[src/rtl/branch_cond_unit_pkg.sv]
// Shared encodings for the branch condition unit: condition codes, FSM states
// and ALU flag bit positions.
package branch_cond_unit_pkg;

  typedef enum logic [2:0] {
    CC_BRZR   = 3'd0,
    CC_BRNZ   = 3'd1,
    CC_BRPL   = 3'd2,
    CC_BRMI   = 3'd3,
    CC_NEVER  = 3'd4,
    CC_ALWAYS = 3'd5,
    CC_BRCS   = 3'd6,
    CC_BRVS   = 3'd7
  } cc_e;

  typedef enum logic {
    ST_IDLE = 1'b0,
    ST_EVAL = 1'b1
  } state_e;

  localparam int FLAG_N = 3;
  localparam int FLAG_Z = 2;
  localparam int FLAG_C = 1;
  localparam int FLAG_V = 0;

endpackage

[src/rtl/branch_cond_unit_cond_decoder_3to8.sv]
// One-hot select for the eight branch condition codes.
module cond_decoder_3to8
  import branch_cond_unit_pkg::*;
(
  input  cc_e        cc,
  output logic [7:0] sel
);

  // NOTE: sel is assigned on every path, so no latch is inferred.
  always_comb begin
    sel = 8'b0;
    sel[cc] = 1'b1;
  end

endmodule

[src/rtl/branch_cond_unit.sv]
// Two-state branch condition evaluator: captures operand and condition code on
// a CONin strobe, produces a registered CON flag one edge later.
module branch_cond_unit
  import branch_cond_unit_pkg::*;
#(
  parameter int DATA_W = 32,
  parameter int CC_LSB = 19,
  parameter int STAT_W = 16
) (
  input  logic              clock,
  input  logic              clear,
  input  logic [DATA_W-1:0] busin,
  input  logic [31:0]       ir,
  input  logic              CONin,
  input  logic [3:0]        flags_in,
  input  logic              flags_we,
  output logic              out,
  output logic              con_valid,
  output logic              busy,
  output logic [STAT_W-1:0] taken_cnt
);

  state_e            state, next_state;
  logic [DATA_W-1:0] cap_bus;
  cc_e               cap_cc;
  logic [3:0]        flags;
  logic [7:0]        sel;
  logic [7:0]        cond_vec;
  logic              result;

  // NOTE: sequential state uses non-blocking assignments so every register
  // samples pre-edge values, independent of block ordering.
  always_ff @(posedge clock or posedge clear) begin
    if (clear) state <= ST_IDLE;
    else       state <= next_state;
  end

  // A strobe arriving in EVAL is dropped, not queued.
  always_comb begin
    next_state = state;
    case (state)
      ST_IDLE: if (CONin) next_state = ST_EVAL;
      ST_EVAL: next_state = ST_IDLE;
      default: next_state = ST_IDLE;
    endcase
  end

  always_ff @(posedge clock or posedge clear) begin
    if (clear) begin
      cap_bus <= '0;
      cap_cc  <= CC_BRZR;
    end else if (state == ST_IDLE && CONin) begin
      cap_bus <= busin;
      cap_cc  <= cc_e'(ir[CC_LSB+2:CC_LSB]);
    end
  end

  always_ff @(posedge clock or posedge clear) begin
    if (clear)         flags <= '0;
    else if (flags_we) flags <= flags_in;
  end

  cond_decoder_3to8 u_dec (
    .cc  (cap_cc),
    .sel (sel)
  );

  // Bit i of cond_vec is the truth value of condition code i.
  assign cond_vec = {flags[FLAG_V], flags[FLAG_C], 1'b1, 1'b0,
                     cap_bus[DATA_W-1], ~cap_bus[DATA_W-1],
                     |cap_bus, ~|cap_bus};
  assign result   = |(sel & cond_vec);

  always_ff @(posedge clock or posedge clear) begin
    if (clear) begin
      out       <= 1'b0;
      con_valid <= 1'b0;
      taken_cnt <= '0;
    end else begin
      con_valid <= (state == ST_EVAL);
      if (state == ST_EVAL) begin
        out <= result;
        if (result && taken_cnt != {STAT_W{1'b1}}) taken_cnt <= taken_cnt + 1'b1;
      end
    end
  end

  assign busy = (state == ST_EVAL);

endmodule

[config.mk]
export PLATFORM = sky130hd
export DESIGN_NAME = branch_cond_unit
export DESIGN_NICKNAME = d
export VERILOG_FILES = /design/src/rtl/branch_cond_unit_pkg.sv /design/src/rtl/branch_cond_unit_cond_decoder_3to8.sv /design/src/rtl/branch_cond_unit.sv
export SDC_FILE = /design/constraint.sdc
export NUM_CORES = 1
export LEC_CHECK = 0
export ABC_AREA = 1
export CAP_MARGIN = 30
export CORE_MARGIN = 2
export CORE_UTILIZATION = 45
export CTS_CLUSTER_SIZE = 20
export DETAILED_ROUTE_END_ITERATION = 16
export PLACE_DENSITY = 0.78
export SYNTH_ARGS = -nofsm -noshare
export SYNTH_HDL_FRONTEND = slang
export SYNTH_HIERARCHICAL = 1
export SYNTH_SLANG_ARGS = --single-unit
[constraint.sdc]
create_clock -name clock -period 2.6 [get_ports clock]
set_input_delay 0.52 -clock clock [delete_from_list [all_inputs] [get_ports clock]]
set_output_delay 0.52 -clock clock [all_outputs]
set_load 0.02 [all_outputs]
[Word-level counts from Yosys, hierarchy flattened]
Index checks and enable logic that the tools add are counted.
Word-level totals
  register bits: 56
  logic and storage cells: 25
  output and inout port bits: 19
  input port bits: 72
Cells by class
  bitwise gates (word level): 3
  equal/unequal tests: 1
  order comparisons: 2
  $add $sub $neg: 1
  muxes and demuxes: 4
  reductions and logical operators: 7
Operator list (number)
  32-bit OR reduction: 1
  16-bit by 1-bit adder with 16-bit output (second input constant): 1
  16-bit != test (second input constant): 1
  8-bit AND: 1
  8-bit OR reduction: 1
  3-bit by 4-bit less-than comparator with 1-bit output (second input constant): 1
  1-bit demux with 3-bit select: 1
  3-bit by 1-bit >= comparator with 1-bit output (second input constant): 1
  1-bit logical AND: 3
  1-bit two-way mux: 2
  1-bit NOT: 2
  1-bit case mux with 2 select lines: 1
  2-bit AND reduction: 1
  1-bit zero test: 1

[Depth between registers and ports, before layout]
Gate-level depths: netlist (run 1).
  depth in word-level cells: 8
  mapped depth: 11
  gate-level depth less buffers: 10

[Cells and area by module]
The synthesis (run 1) kept the hierarchy.
Modules (own cells, without submodules)
  branch_cond_unit: area each 2616.3 um^2, sequential area each 1401.3 um^2, instances 1, cells each 324
  cond_decoder_3to8: area each 56.3 um^2, sequential area each 0.0 um^2, instances 1, cells each 15

[Least setup slack after synthesis (run 1)]
Ideal clock, no wire load.
  path kind: register to register
  start point: reg taken_cnt[0]
  end point: reg taken_cnt[0]
  period minus slack after synthesis: 1.818 ns
  setup time: 0.118 ns
  buffers on the path: 1
  arrival: 1.700 ns
  slack: 0.782 ns
  cell stages (with the launch flop): 10
  data required time: 2.482 ns
  path through: dfrtp_1 ha_1 nand3_1 nor2_1 nand3_2 nor2_4 nand4_4 buf_2 nand4_1 nand2_1
Between the ends
  cells in the longest elaborated chain, start to end: 3
  elaborated cells on any way between the ends: 4
  those cells by class: add/sub (1); eq/ne (1); reduce/logical (2)
RTL lines
  from (decl): line branch_cond_unit.sv:20  | output logic [STAT_W-1:0] taken_cnt
  from (signal assigned): line branch_cond_unit.sv:83  | if (result && taken_cnt != {STAT_W{1'b1}}) taken_cnt <= taken_cnt + 1'b1;
  parallel branches: the longest is 3 deep, another holds 16-bit by 1-bit adder with 16-bit output
Several ways; the timed one is not identified.
A chain may end at the register's enable or synchronous reset.

[Worst setup path in the final report (run 1)]
  start point: reg taken_cnt[0]
  end point: reg taken_cnt[2]
The elaborated chain is that of the path after synthesis.

==> results.tsv, run 1 <==
stage	metric	value	unit
cts	CTS sink cnt	56	
grt	first-pass GRT wire length	9.34	mm
timing	Final min period	2040	ps
routing	drt drc	0	
yosys	Cells after Synth	338	
grt	gr usage total	0.184	
grt	global route overflow	0	
flow_run	maxcap violations	0	
routing	Via Count	2281	
grt	vias in the first global route	2231	
timing	final setup fails	0	
cts	Clock Latency Late Sink	320	ps
setup_path	Critical Path Fanout Max	17	
routing	DR WL/cell	11.6	um
yosys	Post-Syn Area per Cell	7.90	sq um
cts	CTS tree	done	
timing	period utilization	0.783	
place	hpwl dp	4.06	mm
worst_hold_path	Hold Path Class	reg2reg	
timing	clock skew	11.5	ps
yosys	Synth warnings	6	
routing	post-route antenna net violation count	0	
timing	Max Transition Viols Final	0	
cts	cts hold-fix bufs	0	
pwr	maximum vdd ir drop	0.334	mV
yosys	area of the mapped netlist	2670	sq um
routing	vias per inst	4.81	
final_layout	diode count	0	
floorplanning	die height	81.0	um
routing	Post-Route WL	5.50	mm
cts	root buffer cell	clkbuf_8	
yosys	syn nets	411	
timing	f_max	491	MHz
floorplanning	# rows	28	
setup_path	Arr. time, crit path	2300	ps
timing	worst rel slew slack	0.688	
routing	Iter 0 DRT Violations	160	
place	PortBufs	59	
final_layout	Layout Nets	471	
place	RePlAce Congestion	0.866	
floorplanning	die width	81.0	um
grt	initial antenna violation count	0	
routing	Pre-antenna DRT Iters	4	
setup_path	worst path required time	2860	ps
floorplanning	die area	6560	sq um
final_layout	Area Growth Syn to Fin	29.9	%
cts	cts repair resizes	0	
final_layout	layout cell share with drive strength beyond 1	0.0602	
setup_path	critical path startpoint category	flip-flop	
cts	post-CTS setup buffer count	0	
grt	largest net degree at the start of global routing	37	
pwr	Tot Pwr	0.00207	W
timing	setup TNS	0	ps
setup_path	WS Path Type	reg2reg	
floorplanning	CORE AREA	5820	sq um
floorplanning	initial core utilization	0.459	
pwr	PD cells	598	nW/um^2
cts	total CTS buffers	5	
floorplanning	IO Count	91	
cts	Clock transition at path regs	100	ps
timing	Hold Violations, Final	0	
timing	RSZ-0062 raised after global routing	false	
timing	Worst Tran Pin Value	467	ps
cts	Longest Clk Path Bufs	2	
cts	Clock H-tree levels	2	
pwr	Lkg Pwr	1.71	nW
setup_path	CP endpoint kind	flip-flop	
outcome	outcome	finished, final reports clean	
## per-stage QoR
stage | hold slack [ps] | area [sq um] | std cells | worst slack (ps) | util
CTS | 481 | 3470 | 474 | 551 | 0.596
floorplan | 443 | 2670 | 338 | 709 | -
global placement | 454 | 3360 | 466 | 676 | 0.578
detailed placement | 460 | 3360 | 466 | 590 | 0.578
finish | 476 | 3470 | 474 | 563 | 0.596
global route | 497 | 3470 | 474 | 409 | 0.596
## state kept, by name, summed over array words and instances, names as in the netlist
signal,flops
cap_cc,3
flags,2
out,1
con_valid,1
cap_bus,32
busy,1
taken_cnt,16
## cell usage in the layout, fill, tap and decap left out
master / count
clkinv_1: 1
xnor2_1: 7
nor2_1: 39
nor2_4: 1
buf_4: 5
nand2_1: 166
dfrtp_1: 56
nand4_4: 1
bufinv_16: 1
buf_12: 1
ha_1: 1
o21ai_0: 4
nand4_1: 17
nor2_2: 2
inv_2: 2
mux2_2: 2
nand3_1: 6
a21oi_1: 2
nand3_4: 1
clkinv_2: 1
inv_1: 10
clkbuf_1: 1
nand3_2: 2
clkbuf_8: 5
clkdlybuf4s50_1: 59
xor2_1: 6
## layer usage
layer  share of wire  GRT usage  vias up
li1                -          -     1170
met5               0          0        -
met2            0.53      0.345       54
met3           0.044     0.0444        6
met4           0.012     0.0559        0
met1            0.42      0.206     1051
## path summary, 6_finish.rpt
kind                               from      endpoint  slack (ps)  cells after the start
min                          cap_bus[6]    cap_bus[6]         480                      2
min reg2reg                  cap_bus[6]    cap_bus[6]         480                      2
max                        taken_cnt[0]  taken_cnt[2]         560                      9
min in group asynchronous         clear  taken_cnt[3]         530                      2
max reg2reg                taken_cnt[0]  taken_cnt[2]         560                      9
max in group asynchronous         clear   cap_bus[16]        1530                      3
## layout make-up
cell class | instances | area (sq um)
Sequential cell | 56 | 1400
Fill cell | 570 | 2350
Multi-Input combinational cell | 257 | 1170
Inverter | 13 | 48.8
Timing Repair Buffer | 65 | 648
Clock buffer | 6 | 72.6
Tap cell | 75 | 93.8
Clock inverter | 2 | 35.0
## power breakdown
part | switching (W) | total (W) | internal (W) | leakage [nW]
Combinational | 0.000244 | 0.000451 | 0.000207 | 0.947
Clock | 0.000275 | 0.000562 | 0.000286 | 0.0552
Sequential | 0.0000842 | 0.00106 | 0.000977 | 0.711
Total | 0.000603 | 0.00207 | 0.00147 | 1.71
## critical path, stage by stage (launching register included)
cell,delay [ps]
dfrtp_1,440
ha_1,210
nand3_1,120
nor2_1,190
nand3_2,140
nor2_4,150
nand4_4,270
nand3_4,310
nand2_1,90
nand2_1,60
No activity file was read; power rests on OpenSTA's default activity.
==> inputs of run 2 (changes only) <==
Settings changed: CORE_UTILIZATION 45 to 41, PLACE_DENSITY 0.78 to 0.75.
Clock period 2.6 ns to 1.6 ns, I/O delays scaled along.
==> run 2 against run 1 <==
The run now ends with negative setup slack left. Largest power group unchanged. Final area grew 8.7%. Final cell count grew 5.5%. Clock skew fell by 3.8 ps. Critical endpoint is now taken_cnt[11]. Core utilization up 0.074 points. Register-to-register slack worse by 610 ps.
==> results.tsv, run 2 (synthesis results as in run 1) <==
stage	metric	value	unit	change
cts	Clock H-tree levels	2		unchanged
setup_path	Reg2Reg Setup Slack	-50	ps	-610 ps
pwr	Lkg Pwr	1.94	nW	+13%
routing	Iter 0 DRT Violations	152		-5.0%
timing	worst rel slew slack	0.803		+0.115
cts	Longest Clk Path Bufs	2		unchanged
pwr	Tot Pwr	0.00351	W	+69%
pwr	PD cells	930	nW/um^2	+56%
setup_path	CP endpoint kind	flip-flop		
floorplanning	CORE AREA	6310	sq um	+8.6%
outcome	failing checks	negative setup slack		
setup_path	CP max stage delay	390	ps	-50 ps
final_layout	fin cells	500		+5.5%
cts	root buffer cell	clkbuf_8		
setup_path	critical path startpoint category	flip-flop		
routing	vias per inst	4.91		+1.9%
grt	first-pass GRT wire length	10.5	mm	+12%
routing	DR WL/cell	12.4	um	+6.5%
final_layout	design area	3770	sq um	+8.7%
timing	Max Transition Viols Final	0		unchanged
routing	drt drc	0		unchanged
cts	CTS sink cnt	56		unchanged
setup_path	Critical Path Fanout Max	8		-9
floorplanning	die width	84.7	um	+4.5%
final_layout	commonest non-fill, non-tap cells in the layout	nand2_1 (164), dfrtp_1 (54), clkdlybuf4s50_1 (40)		
pwr	maximum vdd ir drop	0.781	mV	+130%
final_layout	number of flip-flops in the largest register	32		unchanged
final_layout	fillers	600		+5.3%
flow_run	maxcap violations	0		unchanged
setup_path	Top cell by count, worst path	nand2_1		
place	Area after DPL	3550	sq um	+5.7%
setup_path	WS Path Type	reg2reg		
cts	Clock Latency Late Sink	320	ps	about the same
final_layout	Regs by FF count	cap_bus x32, taken_cnt x16, cap_cc x3		
floorplanning	die height	84.7	um	+4.5%
floorplanning	die area	7170	sq um	+9.3%
place	hpwl dp	4.13	mm	+1.7%
grt	largest net degree at the start of global routing	57		+54%
grt	gr usage total	0.181		-0.00321
floorplanning	initial core utilization	0.423		-0.0362
timing	Worst Tran Pin Value	295	ps	-172 ps
routing	Pre-antenna DRT Iters	5		+1
place	RePlAce Congestion	0.889		+2.6%
place	cell total after placement	483		+3.6%
timing	final setup fails	11		+11
cts	total CTS buffers	5		unchanged
setup_path	Worst path slowest cell	dfrtp_1		
grt	initial antenna violation count	0		unchanged
final_layout	Layout Nets	495		+5.1%
outcome	outcome	complete, but fails checks		
worst_hold_path	Hold Path Class	in2async		
floorplanning	IO Count	91		unchanged
cts	Clock transition at path regs	110	ps	about the same
final_layout	diode count	0		unchanged
timing	fin worst setup slack	-48.1	ps	-611 ps
setup_path	worst path required time	1820	ps	-1040 ps
final_layout	layout cell share with drive strength beyond 1	0.144		+0.0841
final_layout	Area Growth Syn to Fin	41.2	%	
timing	RSZ-0062 raised after global routing	true		
timing	period utilization	1.03		+0.247
setup_path	Worst Path Buf+Inv	1		+1
final_layout	Largest Register	cap_bus		
floorplanning	# rows	29		+3.6%
routing	Post-Route WL	6.18	mm	+12%
setup_path	CP top delay family	simple AND/OR/NAND/NOR gates		
grt	vias in the first global route	2430		+8.9%
timing	clock skew	7.73	ps	-3.79 ps
final_layout	most common cell after layout, fill and taps aside	nand2_1		
routing	Via Count	2453		+7.5%
place	PortBufs	59		unchanged
grt	global route overflow	0		unchanged
setup_path	cells along the critical path	nor2_1 > nand2_1 > nor2_1 > nand2_1 > o21ai_2 > nand3_4 > bufbuf_16 > nand4_1 > nand2_1		
place	dpl ws	-51.3	ps	-641 ps
timing	f_max	607	MHz	+24%
timing	Final min period	1650	ps	-389 ps
cts	cts hold-fix bufs	0		unchanged
routing	post-route antenna net violation count	0		unchanged
setup_path	Arr. time, crit path	1860	ps	-440 ps
timing	Hold Violations, Final	0		unchanged
cts	CTS tree	done		
run 2: metal layers:
layer	GRT usage	part of all wire
met1	0.214	0.43
met3	0.0393	0.054
met2	0.332	0.51
met4	0.0476	0.010
met5	0	0
run 2: where the power goes:
group	switching [W]	internal [W]	total, W
sequential	0.000119	0.00159	0.00171
clock	0.000487	0.000315	0.000802
combinational	0.000495	0.000498	0.000993
total	0.00110	0.00240	0.00351
run 2: area by class of cell:
class,count,area [sq um],area share
Inverter,13,52.6,0.0139
Sequential cell,56,1400,0.373
Clock inverter,3,22.5,0.00598
Clock buffer,5,68.8,0.0183
Multi-Input combinational cell,258,1240,0.330
Tap cell,77,96.3,0.0256
Timing Repair Buffer,88,880,0.233
run 2: worst paths after layout:
path | end | cells past startpoint | start
worst min register to register | cap_bus[27] | 2 | cap_bus[27]
worst max-delay path | taken_cnt[11] | 9 | cap_bus[7]
worst min-delay path | cap_bus[17] | 3 | clear
worst max register to register | taken_cnt[11] | 9 | cap_bus[7]
max in group asynchronous | taken_cnt[0] | 3 | clear
min in group clock | cap_bus[27] | 2 | cap_bus[27]
run 2: what timing repair did:
action	4_1_cts	5_1_grt
gates resized for setup	28	4
gates cloned	2	0
setup buffers	5	2
setup endpoints to repair	35	18
pin swaps	15	4
run 2: stage by stage:
stage | TNS [ps] | utilization | hold WS [ps]
2_1_floorplan | -762 | - | 400
3_3_place_gp | 0 | 0.562 | 454
3_5_place_dp | -225 | 0.562 | 460
4_1_cts | -36.4 | 0.593 | 418
5_1_grt | -1850 | 0.597 | 431
6_report | -325 | 0.597 | 407
run 2: tightest hold or removal path: stages:
cell	delay, ps
clkdlybuf4s50_1	440
clkinvlp_4	90
buf_12	270
==> inputs of run 3 (changes only) <==
Settings changed: CAP_MARGIN 30 to 10, SKIP_LAST_GASP from default to 1.
==> run 3 against run 2 <==
The flow still finishes with violations (negative setup slack). Largest power group unchanged. Worst hold slack barely moved. Worst setup slack barely moved. Clock power barely moved. Die area did not move. Non-clock buffer count did not move.
==> results.tsv, run 3 (synthesis results as in run 1) <==
stage	metric	value	unit	change
outcome	outcome	complete, but fails checks		
outcome	failing checks	negative setup slack		
final_layout	diode count	0		unchanged
setup_path	worst path required time	1820	ps	about the same
cts	Longest Clk Path Bufs	2		unchanged
setup_path	CP max stage delay	390	ps	about the same
flow_run	maxcap violations	0		unchanged
final_layout	fillers	600		unchanged
pwr	Tot Pwr	0.00351	W	about the same
place	RePlAce Congestion	0.889		unchanged
place	hpwl dp	4.13	mm	unchanged
grt	global route overflow	0		unchanged
pwr	maximum vdd ir drop	0.780	mV	-0.11%
timing	final setup fails	15		+4
setup_path	Arr. time, crit path	1860	ps	about the same
routing	drt drc	0		unchanged
grt	first-pass GRT wire length	10.5	mm	about the same
floorplanning	IO Count	91		unchanged
timing	worst rel slew slack	0.803		about the same
setup_path	Top cell by count, worst path	nand2_1		
floorplanning	# rows	29		unchanged
final_layout	number of flip-flops in the largest register	32		unchanged
cts	CTS tree	done		
final_layout	most common cell after layout, fill and taps aside	nand2_1		
routing	met2 WL	3.14	mm	+0.22%
final_layout	Area Growth Syn to Fin	41.2	%	unchanged
floorplanning	CORE AREA	6310	sq um	unchanged
final_layout	layout cell share with drive strength beyond 1	0.144		unchanged
setup_path	cells along the critical path	nor2_1 > nand2_1 > nor2_1 > nand2_1 > o21ai_2 > nand3_4 > bufbuf_16 > nand4_1 > nand2_1		
timing	Hold Violations, Final	0		unchanged
cts	Clock H-tree levels	2		unchanged
final_layout	Largest Register	cap_bus		
floorplanning	die height	84.7	um	unchanged
place	Area after DPL	3550	sq um	unchanged
pwr	sequential share of power	0.488		about the same
setup_path	critical path startpoint category	flip-flop		
pwr	Sw Pwr	0.00110	W	+0.22%
routing	vias per inst	4.94		+0.61%
pwr	Pint	0.00240	W	about the same
cts	Clock transition at path regs	110	ps	about the same
worst_hold_path	Hold Path Class	in2async		
grt	largest net degree at the start of global routing	57		unchanged
grt	initial antenna violation count	0		unchanged
floorplanning	initial core utilization	0.423		unchanged
setup_path	CP endpoint kind	flip-flop		
setup_path	WS Path Type	reg2reg		
floorplanning	die area	7170	sq um	unchanged
timing	Max Transition Viols Final	0		unchanged
routing	DR WL/cell	12.4	um	+0.31%
routing	Post-Route WL	6.20	mm	+0.31%
pwr	Logic pwr share	0.283		about the same
timing	Final min period	1650	ps	+0.123 ps
timing	RSZ-0062 raised after global routing	true		
grt	vias in the first global route	2440		+0.41%
routing	M1 wire length	2.68	mm	+0.87%
pwr	Sw Share	0.315		+0.000507
timing	Worst Tran Pin Value	295	ps	+0.629 ps
timing	period utilization	1.03		about the same
floorplanning	die width	84.7	um	unchanged
routing	Via Count	2468		+0.61%
routing	Iter 0 DRT Violations	136		-11%
pwr	Clk pwr share	0.229		about the same
pwr	PD cells	931	nW/um^2	about the same
cts	Clock Latency Late Sink	320	ps	about the same
final_layout	Core Util, Final	0.597		unchanged
routing	post-route antenna net violation count	0		unchanged
place	dpl ws	-51.3	ps	unchanged
pwr	Lkg Pwr	1.94	nW	unchanged
timing	clock skew	6.94	ps	-0.791 ps
cts	CTS sink cnt	56		unchanged
final_layout	Layout Nets	495		unchanged
setup_path	Worst path slowest cell	dfrtp_1		
routing	Top Metal Used	met4		
place	PortBufs	59		unchanged
routing	Pre-antenna DRT Iters	4		-1
setup_path	Critical Path Fanout Max	8		unchanged
cts	total CTS buffers	5		unchanged
final_layout	Regs by FF count	cap_bus x32, taken_cnt x16, cap_cc x3		
cts	root buffer cell	clkbuf_8		
final_layout	commonest non-fill, non-tap cells in the layout	nand2_1 (164), dfrtp_1 (54), clkdlybuf4s50_1 (40)		
routing	met3 wire len	321	um	-3.3%
timing	fin worst setup slack	-48.3	ps	-0.123 ps
final_layout	design area	3770	sq um	unchanged
grt	gr usage total	0.181		unchanged
timing	f_max	607	MHz	about the same
## run 3: power by group through the flow
stage / Clock [W] / Combinational (W) / Sequential, W
2_1_floorplan: 0 / 0.000391 / 0.00180
3_3_place_gp: 0 / 0.000876 / 0.00172
3_5_place_dp: 0 / 0.000903 / 0.00173
4_1_cts: 0.000818 / 0.000986 / 0.00171
5_1_grt: 0.000866 / 0.00110 / 0.00173
6_report: 0.000803 / 0.000993 / 0.00171
## run 3: area by class of cell
cell class / instances / area, sq um / share of cell area
sequential: 56 / 1400 / 0.373
timing repair buffer: 88 / 880 / 0.233
inverter: 13 / 52.6 / 0.0139
multi-input combinational: 258 / 1240 / 0.330
clock inverter: 3 / 22.5 / 0.00598
clock buffer: 5 / 68.8 / 0.0183
tap: 77 / 96.3 / 0.0256
## run 3: timing repair
action / CTS / global route
pin swaps: 10 / 4
buffers inserted: 5 / 2
endpoints found under the setup margin: 35 / 18
gates resized for setup: 28 / 4
hold buffers: 0 / 0
endpoints found under the hold margin: 0 / 0
gates cloned: 2 / 0
## run 3: stage by stage
step           hold slack [ps]  instances  setup TNS, ps
3_5_place_dp               460        483           -225
2_1_floorplan              400        338           -762
3_3_place_gp               454        483              0
6_report                   407        500           -406
5_1_grt                    431        500          -1850
4_1_cts                    418        498          -45.7
## run 3: metal layers
metal / vias up / track usage
met4: 0 / 0.0476
met5: - / 0
met1: 1163 / 0.214
met3: 7 / 0.0393
li1: 1225 / -
met2: 73 / 0.331
## run 3: path summary, 6_finish.rpt
check                                 start            end  slack (ps)  cells after the start
worst max-delay path             cap_bus[7]  taken_cnt[11]         -50                      9
worst min-delay path                  clear    cap_bus[17]         410                      3
worst max register to register   cap_bus[7]  taken_cnt[11]         -50                      9
worst min register to register  cap_bus[27]    cap_bus[27]         480                      2
max in group asynchronous             clear   taken_cnt[0]         940                      3
min in group clock              cap_bus[27]    cap_bus[27]         480                      2
## run 3: critical path, delay by kind of cell, from the launching register on
kind / cells / cell delay (ps)
compound gates: 1 / 210
simple gates: 7 / 640
buf+inv: 1 / 290
flops: 1 / 390
